--- src/rtl/song_sequencer_pkg.sv ---
// Shared definitions for the song sequencer: FSM state codes, ROM entry
// layout, octave codes and note constants.
package song_sequencer_pkg;

    // FSM state codes
    localparam int unsigned ST_W = 3;
    localparam logic [ST_W-1:0] ST_IDLE  = 3'd0;
    localparam logic [ST_W-1:0] ST_FETCH = 3'd1;
    localparam logic [ST_W-1:0] ST_SOUND = 3'd2;
    localparam logic [ST_W-1:0] ST_GAP   = 3'd3;
    localparam logic [ST_W-1:0] ST_HOLD  = 3'd4;

    // ROM entry layout: {note[3:0], octave[1:0], beats[3:0]}
    localparam int unsigned ENTRY_W   = 10;
    localparam int unsigned NOTE_W    = 4;
    localparam int unsigned OCT_W     = 2;
    localparam int unsigned BEATS_W   = 4;
    localparam int unsigned NOTE_LSB  = 6;
    localparam int unsigned OCT_LSB   = 4;
    localparam int unsigned BEATS_LSB = 0;

    // ROM address: {song[1:0], index[4:0]}
    localparam int unsigned SONG_W = 2;
    localparam int unsigned IDX_W  = 5;
    localparam int unsigned ADDR_W = SONG_W + IDX_W;

    // Octave codes
    localparam logic [OCT_W-1:0] OCT_NORMAL     = 2'b00;
    localparam logic [OCT_W-1:0] OCT_UP         = 2'b01;
    localparam logic [OCT_W-1:0] OCT_DOWN       = 2'b10;
    localparam logic [OCT_W-1:0] OCT_NORMAL_ALT = 2'b11;

    // Note constants
    localparam logic [NOTE_W-1:0] NOTE_SIL = 4'd0;
    localparam logic [NOTE_W-1:0] NOTE_DO  = 4'd1;
    localparam logic [NOTE_W-1:0] NOTE_RE  = 4'd2;
    localparam logic [NOTE_W-1:0] NOTE_MI  = 4'd3;
    localparam logic [NOTE_W-1:0] NOTE_FA  = 4'd4;
    localparam logic [NOTE_W-1:0] NOTE_SOL = 4'd5;
    localparam logic [NOTE_W-1:0] NOTE_LA  = 4'd6;
    localparam logic [NOTE_W-1:0] NOTE_SI  = 4'd7;

    // Pack one ROM entry
    function automatic logic [ENTRY_W-1:0] make_entry(
        input logic [NOTE_W-1:0]  note,
        input logic [OCT_W-1:0]   oct,
        input logic [BEATS_W-1:0] beats
    );
        return {note, oct, beats};
    endfunction

endpackage

--- src/rtl/song_sequencer_rom.sv ---
// song_rom: synchronous song ROM, 4 songs x 32 entries x 10 bits.
// Ports: clk; addr = {song, index}; rd_data valid one cycle after addr.
module song_rom
    import song_sequencer_pkg::*;
(
    input  logic               clk,
    input  logic [ADDR_W-1:0]  addr,
    output logic [ENTRY_W-1:0] rd_data
);

    logic [ENTRY_W-1:0] data_d;
    logic [ENTRY_W-1:0] data_q;

    // Song table; entries left at zero have beats = 0 and end the song
    always_comb begin
        data_d = '0;
        case (addr[ADDR_W-1:IDX_W])
            2'd0: begin
                if (addr[IDX_W-1:0] == 5'd0) data_d = make_entry(NOTE_DO, OCT_NORMAL, 4'd2);
            end
            2'd1: begin
                // All 32 entries play: note cycles do..si, octave cycles all codes
                data_d = make_entry(4'(addr[IDX_W-1:0] % 5'd7) + NOTE_DO,
                                    addr[OCT_W-1:0], 4'd1);
            end
            2'd2: begin
                case (addr[IDX_W-1:0])
                    5'd0:    data_d = make_entry(NOTE_MI,  OCT_UP,         4'd1);
                    5'd1:    data_d = make_entry(NOTE_SOL, OCT_DOWN,       4'd3);
                    5'd2:    data_d = make_entry(NOTE_SI,  OCT_NORMAL_ALT, 4'd2);
                    default: data_d = '0;
                endcase
            end
            default: begin
                case (addr[IDX_W-1:0])
                    5'd0:    data_d = make_entry(NOTE_RE, OCT_NORMAL, 4'd15);
                    5'd1:    data_d = make_entry(NOTE_LA, OCT_UP,     4'd1);
                    5'd2:    data_d = make_entry(NOTE_FA, OCT_DOWN,   4'd1);
                    default: data_d = '0;
                endcase
            end
        endcase
    end

    always_ff @(posedge clk) begin
        data_q <= data_d;
    end

    assign rd_data = data_q;

endmodule

--- src/rtl/song_sequencer.sv ---
// song_sequencer: plays ROM songs to the buzzer, yielding to live keyboard
// notes (HOLD) and to stop requests.
// Ports: clk, reset (sync, active-high); play_btn/stop_btn level buttons;
// song_sel sampled at start; live_note/live_octave_* keyboard path;
// note_out/octave_* to buzzer; playing = not IDLE; progress = entry index.
module song_sequencer
    import song_sequencer_pkg::*;
#(
    parameter int unsigned BEAT_CYCLES = 25_000_000,
    parameter int unsigned GAP_CYCLES  = 2_500_000,
    parameter int unsigned SONG_LEN    = 32
) (
    input  logic        clk,
    input  logic        reset,
    input  logic        play_btn,
    input  logic        stop_btn,
    input  logic [1:0]  song_sel,
    input  logic [3:0]  live_note,
    input  logic        live_octave_up,
    input  logic        live_octave_down,
    output logic [3:0]  note_out,
    output logic        octave_up,
    output logic        octave_down,
    output logic        playing,
    output logic [4:0]  progress
);

    localparam int unsigned CNT_W = 32;
    localparam logic [CNT_W-1:0] GAP_LAST = CNT_W'(GAP_CYCLES - 1);
    localparam logic [IDX_W-1:0] IDX_LAST = IDX_W'(SONG_LEN - 1);

    logic [ST_W-1:0]   state_q, state_d;
    logic [ST_W-1:0]   ret_state_q, ret_state_d;
    logic [IDX_W-1:0]  index_q, index_d;
    logic [CNT_W-1:0]  counter_q, counter_d;
    logic [SONG_W-1:0] song_q, song_d;
    logic              play_q, stop_q;

    logic              play_edge, stop_edge, live_active;
    logic [ENTRY_W-1:0] rom_data;
    logic [NOTE_W-1:0]  rom_note;
    logic [OCT_W-1:0]   rom_oct;
    logic [BEATS_W-1:0] rom_beats;
    logic [CNT_W-1:0]   sound_len;

    assign play_edge   = play_btn & ~play_q;
    assign stop_edge   = stop_btn & ~stop_q;
    assign live_active = (live_note != NOTE_SIL);

    // Addressed with next-state values so the entry is ready in FETCH
    song_rom u_rom (
        .clk     (clk),
        .addr    ({song_d, index_d}),
        .rd_data (rom_data)
    );

    assign rom_note  = rom_data[NOTE_LSB +: NOTE_W];
    assign rom_oct   = rom_data[OCT_LSB +: OCT_W];
    assign rom_beats = rom_data[BEATS_LSB +: BEATS_W];
    assign sound_len = CNT_W'(rom_beats) * CNT_W'(BEAT_CYCLES);

    // Next-state logic
    always_comb begin
        state_d     = state_q;
        ret_state_d = ret_state_q;
        index_d     = index_q;
        counter_d   = counter_q;
        song_d      = song_q;
        if (stop_edge) begin
            state_d   = ST_IDLE;
            index_d   = '0;
            counter_d = '0;
        end else begin
            case (state_q)
                ST_IDLE: begin
                    if (play_edge) begin
                        song_d    = song_sel;
                        index_d   = '0;
                        counter_d = '0;
                        state_d   = ST_FETCH;
                    end
                end
                ST_FETCH: begin
                    counter_d = '0;
                    state_d   = (rom_beats == '0) ? ST_IDLE : ST_SOUND;
                end
                ST_SOUND: begin
                    if (live_active) begin
                        ret_state_d = ST_SOUND;
                        state_d     = ST_HOLD;
                    end else if (counter_q == sound_len - CNT_W'(1)) begin
                        counter_d = '0;
                        state_d   = ST_GAP;
                    end else begin
                        counter_d = counter_q + CNT_W'(1);
                    end
                end
                ST_GAP: begin
                    if (live_active) begin
                        ret_state_d = ST_GAP;
                        state_d     = ST_HOLD;
                    end else if (counter_q == GAP_LAST) begin
                        counter_d = '0;
                        if (index_q == IDX_LAST) begin
                            state_d = ST_IDLE;
                        end else begin
                            index_d = index_q + IDX_W'(1);
                            state_d = ST_FETCH;
                        end
                    end else begin
                        counter_d = counter_q + CNT_W'(1);
                    end
                end
                ST_HOLD: begin
                    if (!live_active) state_d = ret_state_q;
                end
                default: state_d = ST_IDLE;
            endcase
        end
    end

    always_ff @(posedge clk) begin
        if (reset) begin
            state_q     <= ST_IDLE;
            ret_state_q <= ST_IDLE;
            index_q     <= '0;
            counter_q   <= '0;
            song_q      <= '0;
            play_q      <= 1'b0;
            stop_q      <= 1'b0;
        end else begin
            state_q     <= state_d;
            ret_state_q <= ret_state_d;
            index_q     <= index_d;
            counter_q   <= counter_d;
            song_q      <= song_d;
            play_q      <= play_btn;
            stop_q      <= stop_btn;
        end
    end

    // Buzzer mux. A live key pressed during SOUND/GAP wins on the very cycle
    // it appears, so the keyboard note is heard for exactly as long as held.
    always_comb begin
        note_out    = NOTE_SIL;
        octave_up   = 1'b0;
        octave_down = 1'b0;
        if ((state_q == ST_IDLE) || (state_q == ST_HOLD) ||
            (((state_q == ST_SOUND) || (state_q == ST_GAP)) && live_active)) begin
            note_out    = live_note;
            octave_up   = live_octave_up;
            octave_down = live_octave_down;
        end else if (state_q == ST_SOUND) begin
            note_out    = rom_note;
            octave_up   = (rom_oct == OCT_UP);
            octave_down = (rom_oct == OCT_DOWN);
        end
    end

    assign playing  = (state_q != ST_IDLE);
    assign progress = index_q;

endmodule

--- config.mk ---
export PLATFORM = sky130hd
export DESIGN_NAME = song_sequencer
export DESIGN_NICKNAME = d
export VERILOG_FILES = /design/src/rtl/song_sequencer_pkg.sv /design/src/rtl/song_sequencer_rom.sv /design/src/rtl/song_sequencer.sv
export SDC_FILE = /design/constraint.sdc
export NUM_CORES = 1
export LEC_CHECK = 0
export ABC_AREA = 1
export BUFFER_PORTS_ARGS = -buffer_cell sky130_fd_sc_hd__buf_2
export CORE_MARGIN = 2
export CORE_UTILIZATION = 45
export CTS_BUF_LIST = sky130_fd_sc_hd__clkbuf_4 sky130_fd_sc_hd__clkbuf_8
export DETAILED_ROUTE_END_ITERATION = 8
export PLACE_DENSITY_LB_ADDON = 0.05
export SLEW_MARGIN = 20
export SYNTH_ARGS = -nofsm -noshare
export SYNTH_HDL_FRONTEND = slang
export SYNTH_SLANG_ARGS = --single-unit
--- constraint.sdc ---
create_clock -name clk -period 3.99 [get_ports clk]
set_input_delay 1.197 -clock clk [delete_from_list [all_inputs] [get_ports clk]]
set_output_delay 1.197 -clock clk [all_outputs]
set_load 0.05 [all_outputs]
==> flow_metrics.env, run 1 <==
export IMPL_status="completed"
export IMPL_die_area_sq_um=12800
export IMPL_switching_share_pct=51.4
export IMPL_first_global_vias=5378
export IMPL_cp_arrival_ns=4.13
export IMPL_clock_tree_htree_level_count=2
export IMPL_ys_types=41
export IMPL_floorplan_initialDensity_pct=46.6
export IMPL_power_density_nw_per_um2=531
export IMPL_drt_wl_total_um=15100
export IMPL_power_mw=3.28
export IMPL_cp_cell_sequence="buf_4 > ha_1 > ha_1 > or2_2 > ha_1 > nand2_2 > nor2_1 > and2_1 > o21ai_2 > nand2_4 > nand2_2 > nor3_4 > buf_4 > nand4_1 > nand2_1 > nand2_1 > nor2_1 > nand4_1 > nand2_2 > nand3_4 > clkbuf_16 > nand3_1 > inv_1"
export IMPL_sequential_cell_area_sq_um=1100
export IMPL_pwr_share_comb_pct=71.4
export IMPL_grtUsageTotal_pct=23.4
export IMPL_relSlewSlack_pct=45.0
export IMPL_floorplan_die_height_um=113
export IMPL_globalRoute_totalOverflow=0
export IMPL_synthesis_yosys_warnings=0
export IMPL_multi_input_comb_area_sq_um=3910
export IMPL_drt_initial_drc_count=296
export IMPL_worst_endpoint_required_ns=4.24
export IMPL_io_pins=24
export IMPL_slew_of_the_pin_with_the_lowest_slew_margin_ns=0.824
export IMPL_cts_made_buffers=5
export IMPL_critPathKind="flop to flop"
export IMPL_synth_area_leader_cell="sky130_fd_sc_hd__dfxtp_1"
export IMPL_drtAntennaViolNets=0
export IMPL_syn_to_final_growth_pct=15.0
export IMPL_final_max_slew_viol_count=0
export IMPL_register_bit_count_reported_by_yosys=55
export IMPL_yosys_top_cells_area="sky130_fd_sc_hd__dfxtp_1, sky130_fd_sc_hd__nand2_1, sky130_fd_sc_hd__nor2_1"
export IMPL_finish_net_count=981
export IMPL_worst_slack_ns=0.114
export IMPL_netlist_area_before_placement_sq_um=5360
export IMPL_cp_num_buf_inv=4
export IMPL_finish_instance_area_sq_um=6170
export IMPL_hold_path_cell_count=2
export IMPL_timing_setup_tns_ns=0
export IMPL_maxCapViolCount=0
export IMPL_cp_top_family="simple AND/OR/NAND/NOR gates"
export IMPL_tritoncts_clock_tree="built"
export IMPL_synth_seq_area_share_pct=20.5
export IMPL_post_route_drc_count=0
export IMPL_setup_worst_path_start_class="flop"
export IMPL_max_stage_delay_ns=0.36
export IMPL_num_antenna_cells=0
export IMPL_dominantRegCellSynth="sky130_fd_sc_hd__dfxtp_1"
export IMPL_vias_per_cell=5.21
export IMPL_detailed_place_area_sq_um=5740
export IMPL_row_count=39
export IMPL_period_minus_slack_ns=3.88
export IMPL_number_of_cell_instances_on_the_worst_register_to_register_path=23
export IMPL_finalCritPeriodShare_pct=97.1
export IMPL_synth_avg_cell_area_sq_um=6.05
export IMPL_timing_clock_skew_ns=0.0206
export IMPL_setup_viol=0
export IMPL_library_cell_used_as_clock_root_buffer="sky130_fd_sc_hd__clkbuf_8"
export IMPL_place_worst_setup_slack_ns=-0.0328
export IMPL_max_freq_ghz=0.258
export IMPL_globalplace_congestion=0.928
export IMPL_synth_cells_most_frequent="sky130_fd_sc_hd__nand2_1, sky130_fd_sc_hd__nor2_1, sky130_fd_sc_hd__inv_1"
export IMPL_hold_path_class="flop to flop"
export IMPL_drt_first_pass_iters=7
export IMPL_dpl_hpwl_um=11700
export IMPL_drive_gt1_share_pct=14.2
export IMPL_critical_path_slowest_cell="sky130_fd_sc_hd__dfxtp_2"
export IMPL_worst_path_max_fanout=8
export IMPL_worst_setup_hold_path_clk_slew_ns=0.11
export IMPL_worst_setup_path_end_kind="flop"
export IMPL_async_flop_share_pct=0
export IMPL_cts_sink_count=55
export IMPL_p_clk_share_pct=10.3
export IMPL_count_of_flip_flops_with_a_built_in_enable_after_synthesis=0
export IMPL_yosys_area_top_type_share_pct=20.5
export IMPL_power_ir_vdd_worst_v=0.000212
export IMPL_power_report_internal_total_mw=1.59
export IMPL_drt_wirelength_per_cell_um=14.0
export IMPL_port_buffer_count=23
export IMPL_via_count=5599
export IMPL_worstSkewPairLatency_ns=0.34
export IMPL_number_of_hold_slack_violations_in_the_final_timing_report=0
export IMPL_synthCells=886
export IMPL_switching_power_mw=1.68
export IMPL_core_area_sq_um=11500
export IMPL_synthesis_nets=937
export IMPL_grt_antenna_before_repair=0
export IMPL_cts_root_to_sink_buffers=2
export IMPL_fillerInstances=1193
export IMPL_grt_pass1_wl_um=24600
export IMPL_cellLeakagePower_nw=3.02
export IMPL_die_width_um=113
export IMPL_pin_count_of_the_biggest_net_entering_global_routing=23
export IMPL_portion_of_total_power_attributed_to_sequential_cells_pct=18.3
export IMPL_synthMostInstantiatedCell="sky130_fd_sc_hd__nand2_1"
export IMPL_critical_path_cell_count=23
export IMPL_grt_setup_unrepaired="true"
export IMPL_hold_buffers=0
==> per-layer routing <==
| metal | vias up | global-route usage [%] | routed length (um) |
|---|---|---|---|
| met1 | 2561 | 28.9 | 6700 |
| li1 | 2890 | - | - |
| met5 | - | 0 | 0 |
| met2 | 126 | 41.8 | 7470 |
| met4 | 0 | 6.50 | 261 |
| met3 | 22 | 4.07 | 643 |
==> sequential cells by signal (all words and copies together) (netlist names) <==
| name | count |
|---|---|
| song_q | 2 |
| stop_q | 1 |
| progress | 5 |
| ret_state_q | 2 |
| counter_q | 32 |
| play_q | 1 |
| u_rom.rd_data | 9 |
| state_q | 3 |
==> repair_timing <==
action,4_1_cts,5_1_grt
gates cloned,0,3
setup endpoints to repair,25,35
pin swaps,0,11
hold endpoints to repair,0,0
resized for setup,2,57
buffers inserted,0,5
==> through the flow <==
stage                     hold slack, ns  cells  utilization, %
final                              0.468   1074            53.6
after floorplan                    0.430    886               -
after detailed placement           0.454   1058            49.8
after global routing               0.489   1074            53.6
after CTS                          0.471   1066            50.7
after global placement             0.455   1058            49.8
==> power by group through the flow <==
stage                     Clock (mW)  Combinational (mW)  Sequential (mW)
after floorplan                    0                1.42            0.623
after global placement             0                1.89            0.607
after detailed placement           0                1.90            0.609
after CTS                      0.351                1.91            0.596
after global routing           0.368                2.60            0.604
final                          0.338                2.34            0.599
==> layout by cell type (no fill, tap or decap), types with 2 or more instances in the layout <==
cell type	count
sky130_fd_sc_hd__nor2_2	8
sky130_fd_sc_hd__nor2_4	3
sky130_fd_sc_hd__inv_1	128
sky130_fd_sc_hd__and2_1	2
sky130_fd_sc_hd__fa_2	2
sky130_fd_sc_hd__nor3_2	2
sky130_fd_sc_hd__ha_4	8
sky130_fd_sc_hd__ha_1	26
sky130_fd_sc_hd__o21bai_1	3
sky130_fd_sc_hd__dfxtp_2	3
sky130_fd_sc_hd__o21ai_1	7
sky130_fd_sc_hd__nand3_2	5
sky130_fd_sc_hd__a21oi_1	19
sky130_fd_sc_hd__buf_6	2
sky130_fd_sc_hd__clkbuf_16	2
sky130_fd_sc_hd__nor3_1	14
sky130_fd_sc_hd__o21ai_0	20
sky130_fd_sc_hd__nand3_4	2
sky130_fd_sc_hd__nand3_1	82
sky130_fd_sc_hd__fa_1	2
sky130_fd_sc_hd__nand2_4	2
sky130_fd_sc_hd__nand2_2	14
sky130_fd_sc_hd__nand2_1	219
sky130_fd_sc_hd__buf_2	23
sky130_fd_sc_hd__nor2_1	127
sky130_fd_sc_hd__a21o_1	2
sky130_fd_sc_hd__dfxtp_1	52
sky130_fd_sc_hd__buf_4	20
sky130_fd_sc_hd__nor4_1	6
sky130_fd_sc_hd__nand4_1	27
sky130_fd_sc_hd__inv_2	11
sky130_fd_sc_hd__a21oi_2	6
sky130_fd_sc_hd__nand3b_1	5
sky130_fd_sc_hd__xor2_1	42
sky130_fd_sc_hd__clkbuf_8	5
sky130_fd_sc_hd__xnor2_1	8
sky130_fd_sc_hd__or2_2	2
==> worst paths after layout <==
path               startpoint        endpoint  slack, ns
max          u_rom.rd_data[3]    counter_q[9]       0.11
min            ret_state_q[0]  ret_state_q[0]       0.47
max reg2reg  u_rom.rd_data[3]    counter_q[9]       0.11
min reg2reg    ret_state_q[0]  ret_state_q[0]       0.47
==> logic make-up after synthesis <==
group | count (synthesis) | synth area share [%]
buffers and inverters | 150 | 10.8
AND/OR/NAND/NOR | 524 | 43.1
XOR/XNOR | 52 | 8.77
adder cells (fa/ha/maj) | 39 | 9.66
multiplexers | 1 | 0.187
AO/OA/AOI/OAI | 65 | 6.91
flip-flops | 55 | 20.5
==> tightest hold or removal path, cell delays in order, from the launching register on <==
cell	delay, ns
sky130_fd_sc_hd__dfxtp_1	0.32
sky130_fd_sc_hd__nand2_1	0.06
sky130_fd_sc_hd__a21oi_1	0.05
==> cell type report <==
cell class	count	share of cell area [%]
sequential	55	17.9
inverter	139	8.46
timing repair buffer	48	5.80
multi-input combinational	681	63.4
clock inverter	2	0.264
tap	143	2.90
clock buffer	6	1.24
Note: power is estimated with default switching activity, not from simulation.
==> inputs of run 2 (changes only) <==
--- a/config.mk
+++ b/config.mk
@@ -15,4 +15,5 @@
 export SLEW_MARGIN = 20
 export SYNTH_ARGS = -nofsm -noshare
 export SYNTH_HDL_FRONTEND = slang
+export SYNTH_HIERARCHICAL = 1
 export SYNTH_SLANG_ARGS = --single-unit
==> run 2 against run 1 <==
The run now ends with setup timing left; register-to-register slack got worse by 0.13 ns; fmax decreased by 3.2%; flip-flop and latch count is the same; count of clock-buffer cells in the layout is the same; core utilization is 5.9 points higher; sequential power shrank 0.7%; critical path type unchanged; critical endpoint is now counter_q[10]; largest cell class unchanged; largest power group unchanged.
==> flow_metrics.env, run 2 <==
export IMPL_library_cell_used_as_clock_root_buffer="sky130_fd_sc_hd__clkbuf_8"
export IMPL_critical_path_slowest_cell="sky130_fd_sc_hd__fa_2"
export IMPL_row_count=42
export IMPL_first_global_vias=6038
export IMPL_largest_register_ff_count=32
export IMPL_worst_setup_hold_path_clk_slew_ns=0.10
export IMPL_drt_first_pass_iters=5
export IMPL_cp_num_buf_inv=4
export IMPL_setup_worst_path_start_class="flop"
export IMPL_via_count=6517
export IMPL_grt_pass1_wl_um=28600
export IMPL_relSlewSlack_pct=53.6
export IMPL_register_bit_count_reported_by_yosys=55
export IMPL_netlist_area_before_placement_sq_um=6150
export IMPL_count_of_flip_flops_with_a_built_in_enable_after_synthesis=0
export IMPL_mostFrequentLayoutCells="sky130_fd_sc_hd__nand2_1, sky130_fd_sc_hd__inv_1, sky130_fd_sc_hd__buf_4, sky130_fd_sc_hd__nor2_1, sky130_fd_sc_hd__nand3_1"
export IMPL_fillerInstances=1316
export IMPL_grt_antenna_before_repair=0
export IMPL_tritoncts_clock_tree="built"
export IMPL_num_antenna_cells=0
export IMPL_hold_path_class="flop to flop"
export IMPL_dpl_hpwl_um=13700
export IMPL_clock_tree_htree_level_count=2
export IMPL_drive_gt1_share_pct=30.0
export IMPL_maxCapViolCount=0
export IMPL_finish_net_count=1190
export IMPL_core_area_sq_um=13300
export IMPL_yosys_area_top_type_share_pct=17.9
export IMPL_worst_path_most_repeated_cell="sky130_fd_sc_hd__nand2_1"
export IMPL_synthesis_yosys_warnings=6
export IMPL_hold_path_cell_count=2
export IMPL_floorplan_die_height_um=121
export IMPL_cellLeakagePower_nw=4.02
export IMPL_worst_setup_path_end_kind="flop"
export IMPL_post_route_drc_count=0
export IMPL_grt_setup_unrepaired="true"
export IMPL_io_pins=24
export IMPL_globalplace_congestion=0.896
export IMPL_synth_avg_cell_area_sq_um=6.05
export IMPL_min_delay_start="ret_state_q[1]"
export IMPL_synth_cells_most_frequent="sky130_fd_sc_hd__nand2_1, sky130_fd_sc_hd__inv_1, sky130_fd_sc_hd__nor2_1"
export IMPL_number_of_hold_slack_violations_in_the_final_timing_report=0
export IMPL_dominantRegCellSynth="sky130_fd_sc_hd__dfxtp_1"
export IMPL_synth_seq_area_share_pct=17.9
export IMPL_drt_wirelength_per_cell_um=13.2
export IMPL_synth_area_leader_cell="sky130_fd_sc_hd__dfxtp_1"
export IMPL_ys_types=52
export IMPL_synthMostInstantiatedCell="sky130_fd_sc_hd__nand2_1"
export IMPL_hold_ws_ns=0.470
export IMPL_number_of_cell_instances_on_the_worst_register_to_register_path=24
export IMPL_port_buffer_count=23
export IMPL_vias_per_cell=4.95
export IMPL_hold_path_endpoint="ret_state_q[1]"
export IMPL_drtAntennaViolNets=0
export IMPL_async_flop_share_pct=0
export IMPL_globalRoute_totalOverflow=0
export IMPL_worst_endpoint_required_ns=4.23
export IMPL_final_max_slew_viol_count=0
export IMPL_cp_top_family="simple AND/OR/NAND/NOR gates"
export IMPL_floorplan_initialDensity_pct=46.3
export IMPL_postLayoutCoreUtil_pct=59.4
export IMPL_max_freq_ghz=0.250
export IMPL_max_stage_delay_ns=0.62
export IMPL_cts_made_buffers=5
export IMPL_worstSkewPairLatency_ns=0.34
export IMPL_cts_root_to_sink_buffers=2
export IMPL_finalCritPeriodShare_pct=100
export IMPL_grtUsageTotal_pct=24.2
export IMPL_violations_in_the_final_reports="setup timing"
export IMPL_cp_arrival_ns=4.25
export IMPL_worstReg2RegEnd="counter_q[10]"
export IMPL_cts_sink_count=55
export IMPL_pin_count_of_the_biggest_net_entering_global_routing=19
export IMPL_timing_clock_skew_ns=0.00683
export IMPL_synthesis_nets=1068
export IMPL_place_worst_setup_slack_ns=-0.219
export IMPL_setup_reg_to_reg_worst_slack_ns=-0.02
export IMPL_worst_slack_ns=-0.0160
export IMPL_layout_cells_most_common="sky130_fd_sc_hd__nand2_1"
export IMPL_die_width_um=121
export IMPL_power_ir_vdd_worst_v=0.000250
export IMPL_largest_register="counter_q"
export IMPL_drt_initial_drc_count=420
export IMPL_synthCells=1018
export IMPL_status="finished, violations left"
export IMPL_syn_to_final_growth_pct=28.4
export IMPL_r2r_start="u_rom/rd_data[3]"
export IMPL_die_area_sq_um=14600
export IMPL_slew_of_the_pin_with_the_lowest_slew_margin_ns=0.695
export IMPL_drt_wl_total_um=17400
export IMPL_critPathKind="flop to flop"
export IMPL_cp_cell_sequence="inv_2 > fa_2 > xnor2_2 > ha_4 > o21bai_4 > ha_4 > a21oi_4 > nand2_4 > nand2_1 > nand2_4 > buf_4 > nand2_1 > nand3b_1 > nand2_1 > nand3b_1 > nor2_1 > nand4_1 > nor2_2 > nand3_2 > nand2_2 > o211ai_4 > clkbuf_16 > nand3_1 > inv_1"
export IMPL_setup_viol=10
export IMPL_period_minus_slack_ns=4.01
export IMPL_yosys_top_cells_area="sky130_fd_sc_hd__dfxtp_1, sky130_fd_sc_hd__nand2_1, sky130_fd_sc_hd__inv_1"
export IMPL_power_density_nw_per_um2=608
export IMPL_worst_path_max_fanout=8
## run 2: cell types whose count changed in the layout (fill, tap and decap cells not counted), sizes merged, moves of 8 or more
cell / before / now
nand3: 89 / 100
buf: 46 / 129
nand2: 235 / 325
xor2: 44 / 31
nor3: 17 / 25
nor2: 138 / 130
inv: 140 / 186
## run 2: worst max path at each step
| stage | from | endpoint | depth (start not counted) |
|---|---|---|---|
| floorplan | live_note[3] | note_out[0] | 7 |
| global placement | live_note[2] | u_rom/rd_data[8] | 24 |
| detailed placement | u_rom/rd_data[1] | counter_q[10] | 23 |
| CTS | u_rom/rd_data[1] | counter_q[10] | 22 |
| global route | u_rom/rd_data[3] | counter_q[3] | 26 |
| finish | u_rom/rd_data[3] | counter_q[10] | 24 |
## run 2: per-layer routing
layer / global-route usage [%] / routed length [um] / vias up / share of wire (%)
met5: 0 / 0 / - / 0
met4: 6.98 / 316 / 0 / 1.8
met3: 2.91 / 823 / 24 / 4.7
met2: 42.2 / 8420 / 161 / 49
met1: 31.1 / 7790 / 2902 / 45
li1: - / - / 3430 / -
## run 2: what timing repair did
action	4_1_cts	5_1_grt
resized for setup	39	89
pin swaps	10	44
hold endpoints to repair	0	0
setup endpoints to repair	34	43
hold buffers	0	0
cloned	2	1
buffers inserted	5	11
## run 2: cells by family (layout without fill, tap and decap cells)
| kind of cell | count (synthesis) | after routing | share of synthesized area (%) |
|---|---|---|---|
| and+or+nand+nor | 614 | 614 | 47.2 |
| buffers and inverters | 203 | 326 | 13.2 |
| AOI/OAI and AO/OA | 68 | 68 | 7.12 |
| DFF | 55 | 55 | 17.9 |
| xor gates and xnor gates | 40 | 40 | 6.26 |
| adders and majority gates | 38 | 38 | 8.34 |
## run 2: final cells by class
| type | instances | area (sq um) | area share (%) |
|---|---|---|---|
| clock buffers | 6 | 76.3 | 0.966 |
| clock inverters | 2 | 38.8 | 0.491 |
| inverters | 186 | 698 | 8.84 |
| multi-input cells | 760 | 4740 | 60.0 |
| flip-flops and latches | 55 | 1110 | 14.0 |
| well taps | 176 | 220 | 2.79 |
| repair buffers | 132 | 1020 | 12.9 |
## run 2: stage by stage
step,power (mW),area (sq um),std cells,TNS (ns)
finish,4.80,7900,1317,-0.0709
global route,5.25,7900,1317,-5.82
global placement,3.58,7070,1290,-3.29
CTS,4.34,7460,1305,-0.0741
detailed placement,3.59,7070,1290,-6.60
floorplan,2.69,6160,1018,-0.725
## run 2: worst reg2reg max path, delay by kind of cell, from the launching register on
family / cells / cell delay (ns)
flops: 1 / 0.37
buf+inv: 4 / 0.44
fa+ha+maj: 3 / 1.08
xor+xnor: 1 / 0.09
simple gates: 13 / 1.44
compound gates: 3 / 0.50
## run 2: power by group
part / switching [mW] / internal [mW] / total, mW / leakage, nW
logic: 2.20 / 1.60 / 3.81 / 3.51
clock network: 0.204 / 0.197 / 0.401 / 0.0592
registers: 0.0193 / 0.575 / 0.595 / 0.447
==> inputs of run 3 (changes only) <==
--- a/config.mk
+++ b/config.mk
@@ -5,7 +5,6 @@
 export SDC_FILE = /design/constraint.sdc
 export NUM_CORES = 1
 export LEC_CHECK = 0
-export ABC_AREA = 1
 export BUFFER_PORTS_ARGS = -buffer_cell sky130_fd_sc_hd__buf_2
 export CORE_MARGIN = 2
 export CORE_UTILIZATION = 45
==> run 3 against run 2 <==
Sequential share of layout area up 2.3 points; largest power group unchanged; total power down 48%; the run still ends with setup timing left; sequential power down 4.9%; critical path depth down 8; core utilization up 3.2 points.
==> flow_metrics.env, run 3 <==
export IMPL_clock_tree_htree_level_count=2
export IMPL_register_bit_count_reported_by_yosys=55
export IMPL_netlist_area_before_placement_sq_um=5000
export IMPL_worst_path_max_fanout=22
export IMPL_setup_viol=34
export IMPL_dpl_hpwl_um=11200
export IMPL_number_of_hold_slack_violations_in_the_final_timing_report=0
export IMPL_cts_made_buffers=5
export IMPL_globalplace_congestion=0.965
export IMPL_fillerInstances=983
export IMPL_library_cell_used_as_clock_root_buffer="sky130_fd_sc_hd__clkbuf_8"
export IMPL_cts_sink_count=55
export IMPL_timing_clock_skew_ns=0.0161
export IMPL_worst_endpoint_required_ns=4.21
export IMPL_globalRoute_totalOverflow=0
export IMPL_power_density_nw_per_um2=367
export IMPL_floorplan_die_height_um=109
export IMPL_floorplan_initialDensity_pct=46.2
export IMPL_largest_register="counter_q"
export IMPL_post_route_drc_count=0
export IMPL_slew_of_the_pin_with_the_lowest_slew_margin_ns=0.635
export IMPL_sequential_cell_area_sq_um=1110
export IMPL_maxCapViolCount=0
export IMPL_drtAntennaViolNets=0
export IMPL_synthMostInstantiatedCell="sky130_fd_sc_hd__nor2_1"
export IMPL_ys_types=71
export IMPL_first_global_vias=5175
export IMPL_drt_initial_drc_count=199
export IMPL_synthCells=641
export IMPL_row_count=38
export IMPL_drt_first_pass_iters=5
export IMPL_power_ir_vdd_worst_v=0.000366
export IMPL_grtUsageTotal_pct=24.9
export IMPL_cp_arrival_ns=4.88
export IMPL_drt_wl_total_um=14300
export IMPL_mostFrequentLayoutCells="sky130_fd_sc_hd__buf_4, sky130_fd_sc_hd__nor2_1, sky130_fd_sc_hd__dfxtp_1, sky130_fd_sc_hd__nand2_1, sky130_fd_sc_hd__a21oi_1"
export IMPL_period_minus_slack_ns=4.66
export IMPL_io_pins=24
export IMPL_synthesis_yosys_warnings=6
export IMPL_hold_buffers=0
export IMPL_synth_area_leader_cell="sky130_fd_sc_hd__dfxtp_1"
export IMPL_count_of_flip_flops_with_a_built_in_enable_after_synthesis=0
export IMPL_yosys_top_cells_area="sky130_fd_sc_hd__dfxtp_1, sky130_fd_sc_hd__ha_1, sky130_fd_sc_hd__xnor2_1"
export IMPL_grt_pass1_wl_um=24000
export IMPL_vias_per_cell=5.62
export IMPL_finish_net_count=844
export IMPL_grt_antenna_before_repair=0
export IMPL_grt_setup_unrepaired="true"
export IMPL_worst_setup_hold_path_clk_slew_ns=0.10
export IMPL_max_freq_ghz=0.215
export IMPL_die_area_sq_um=12000
export IMPL_tritoncts_clock_tree="built"
export IMPL_die_width_um=109
export IMPL_cts_root_to_sink_buffers=2
export IMPL_drt_wirelength_per_cell_um=15.3
export IMPL_synth_seq_area_share_pct=22.0
export IMPL_synth_avg_cell_area_sq_um=7.81
export IMPL_critPathKind="flop to flop"
export IMPL_finalCritPeriodShare_pct=117
export IMPL_multi_input_comb_area_sq_um=4020
export IMPL_worst_setup_path_end_kind="flop"
export IMPL_core_area_sq_um=10800
export IMPL_relSlewSlack_pct=56.6
export IMPL_synth_cells_most_frequent="sky130_fd_sc_hd__nor2_1, sky130_fd_sc_hd__dfxtp_1, sky130_fd_sc_hd__a21oi_1"
export IMPL_largest_register_ff_count=32
export IMPL_syn_to_final_growth_pct=35.6
export IMPL_min_delay_start="ret_state_q[1]"
export IMPL_num_antenna_cells=0
export IMPL_layout_cells_most_common="sky130_fd_sc_hd__buf_4"
export IMPL_via_count=5253
export IMPL_hold_ws_ns=0.490
export IMPL_yosys_area_top_type_share_pct=22.0
export IMPL_drive_gt1_share_pct=33.7
export IMPL_setup_reg_to_reg_worst_slack_ns=-0.67
export IMPL_worstSkewPairLatency_ns=0.33
export IMPL_violations_in_the_final_reports="setup timing"
export IMPL_worst_setup_path_startpoint="u_rom/rd_data[3]"
export IMPL_hold_path_class="flop to flop"
export IMPL_async_flop_share_pct=0
export IMPL_cellLeakagePower_nw=2.83
export IMPL_worst_slack_ns=-0.670
export IMPL_pin_count_of_the_biggest_net_entering_global_routing=23
export IMPL_final_max_slew_viol_count=0
export IMPL_dominantRegCellSynth="sky130_fd_sc_hd__dfxtp_1"
export IMPL_port_buffer_count=23
export IMPL_power_mw=2.49
export IMPL_setup_worst_path_start_class="flop"
export IMPL_r2r_start="u_rom/rd_data[3]"
export IMPL_status="finished, violations left"
export IMPL_synthesis_nets=691
## run 3: routing by layer
metal	vias up	track usage, %	wire, um
li1	2629	-	-
met1	2480	31.1	6180
met2	123	44.7	7240
met3	21	2.90	606
met4	0	7.32	259
met5	-	0	0
## run 3: per-stage QoR
stage / instances / TNS [ns] / utilization [%] / cell area, sq um / setup WS [ns]
4_1_cts: 931 / -19.81 / 61.1 / 6620 / -0.612
6_report: 935 / -21.94 / 62.6 / 6790 / -0.670
5_1_grt: 935 / -29.20 / 62.6 / 6790 / -0.915
3_3_place_gp: 910 / -23.96 / 57.9 / 6270 / -0.710
2_1_floorplan: 641 / -20.52 / - / 5100 / -0.705
3_5_place_dp: 910 / -27.81 / 57.9 / 6270 / -0.826
## run 3: cells by family (layout without fill, tap and decap cells)
logic type,Yosys count,in the layout,synth area share [%]
AO/OA/AOI/OAI,148,148,21.2
XOR/XNOR,67,67,11.7
adder cells (fa/ha/maj),38,38,10.3
buffers and inverters,56,210,4.92
flip-flops,55,55,22.0
multiplexers,10,10,2.17
AND/OR/NAND/NOR,267,267,27.7
## run 3: layout make-up
type,count,share of cell area (%)
well taps,140,2.58
inverters,26,1.47
multi-input cells,530,59.1
clock buffers,5,1.01
flip-flops and latches,55,16.3
repair buffers,176,19.1
clock inverters,3,0.405
## run 3: path summary, 6_finish.rpt
check	to	cells past startpoint
worst min register to register	ret_state_q[1]	2
worst min-delay path	ret_state_q[1]	2
worst max-delay path	counter_q[9]	16
worst max register to register	counter_q[9]	16
## run 3: what timing repair did
action | 4_1_cts | 5_1_grt
pin swaps | 19 | 6
buffers inserted | 13 | 4
gates resized for setup | 26 | 28
endpoints found under the setup margin | 34 | 41
## run 3: worst max-delay path, cell delays in order (launching register included)
cell	delay, ns
sky130_fd_sc_hd__dfxtp_4	0.38
sky130_fd_sc_hd__inv_2	0.05
sky130_fd_sc_hd__fa_1	0.50
sky130_fd_sc_hd__xnor2_1	0.15
sky130_fd_sc_hd__ha_1	0.37
sky130_fd_sc_hd__buf_6	0.14
sky130_fd_sc_hd__fa_2	0.43
sky130_fd_sc_hd__or3_4	0.38
sky130_fd_sc_hd__or2_4	0.24
sky130_fd_sc_hd__or4_4	0.56
sky130_fd_sc_hd__nor4_4	0.22
sky130_fd_sc_hd__xor2_2	0.14
sky130_fd_sc_hd__nor4_4	0.31
sky130_fd_sc_hd__o2111ai_4	0.21
sky130_fd_sc_hd__a31oi_4	0.24
sky130_fd_sc_hd__buf_12	0.18
sky130_fd_sc_hd__nor2_1	0.05
## run 3: power breakdown
| group | leakage (nW) | internal (mW) | switching, mW | total, mW |
|---|---|---|---|---|
| Combinational | 2.33 | 0.798 | 0.793 | 1.59 |
| Sequential | 0.446 | 0.558 | 0.00744 | 0.566 |
| Clock | 0.0463 | 0.130 | 0.208 | 0.338 |
| Total | 2.83 | 1.49 | 1.01 | 2.49 |
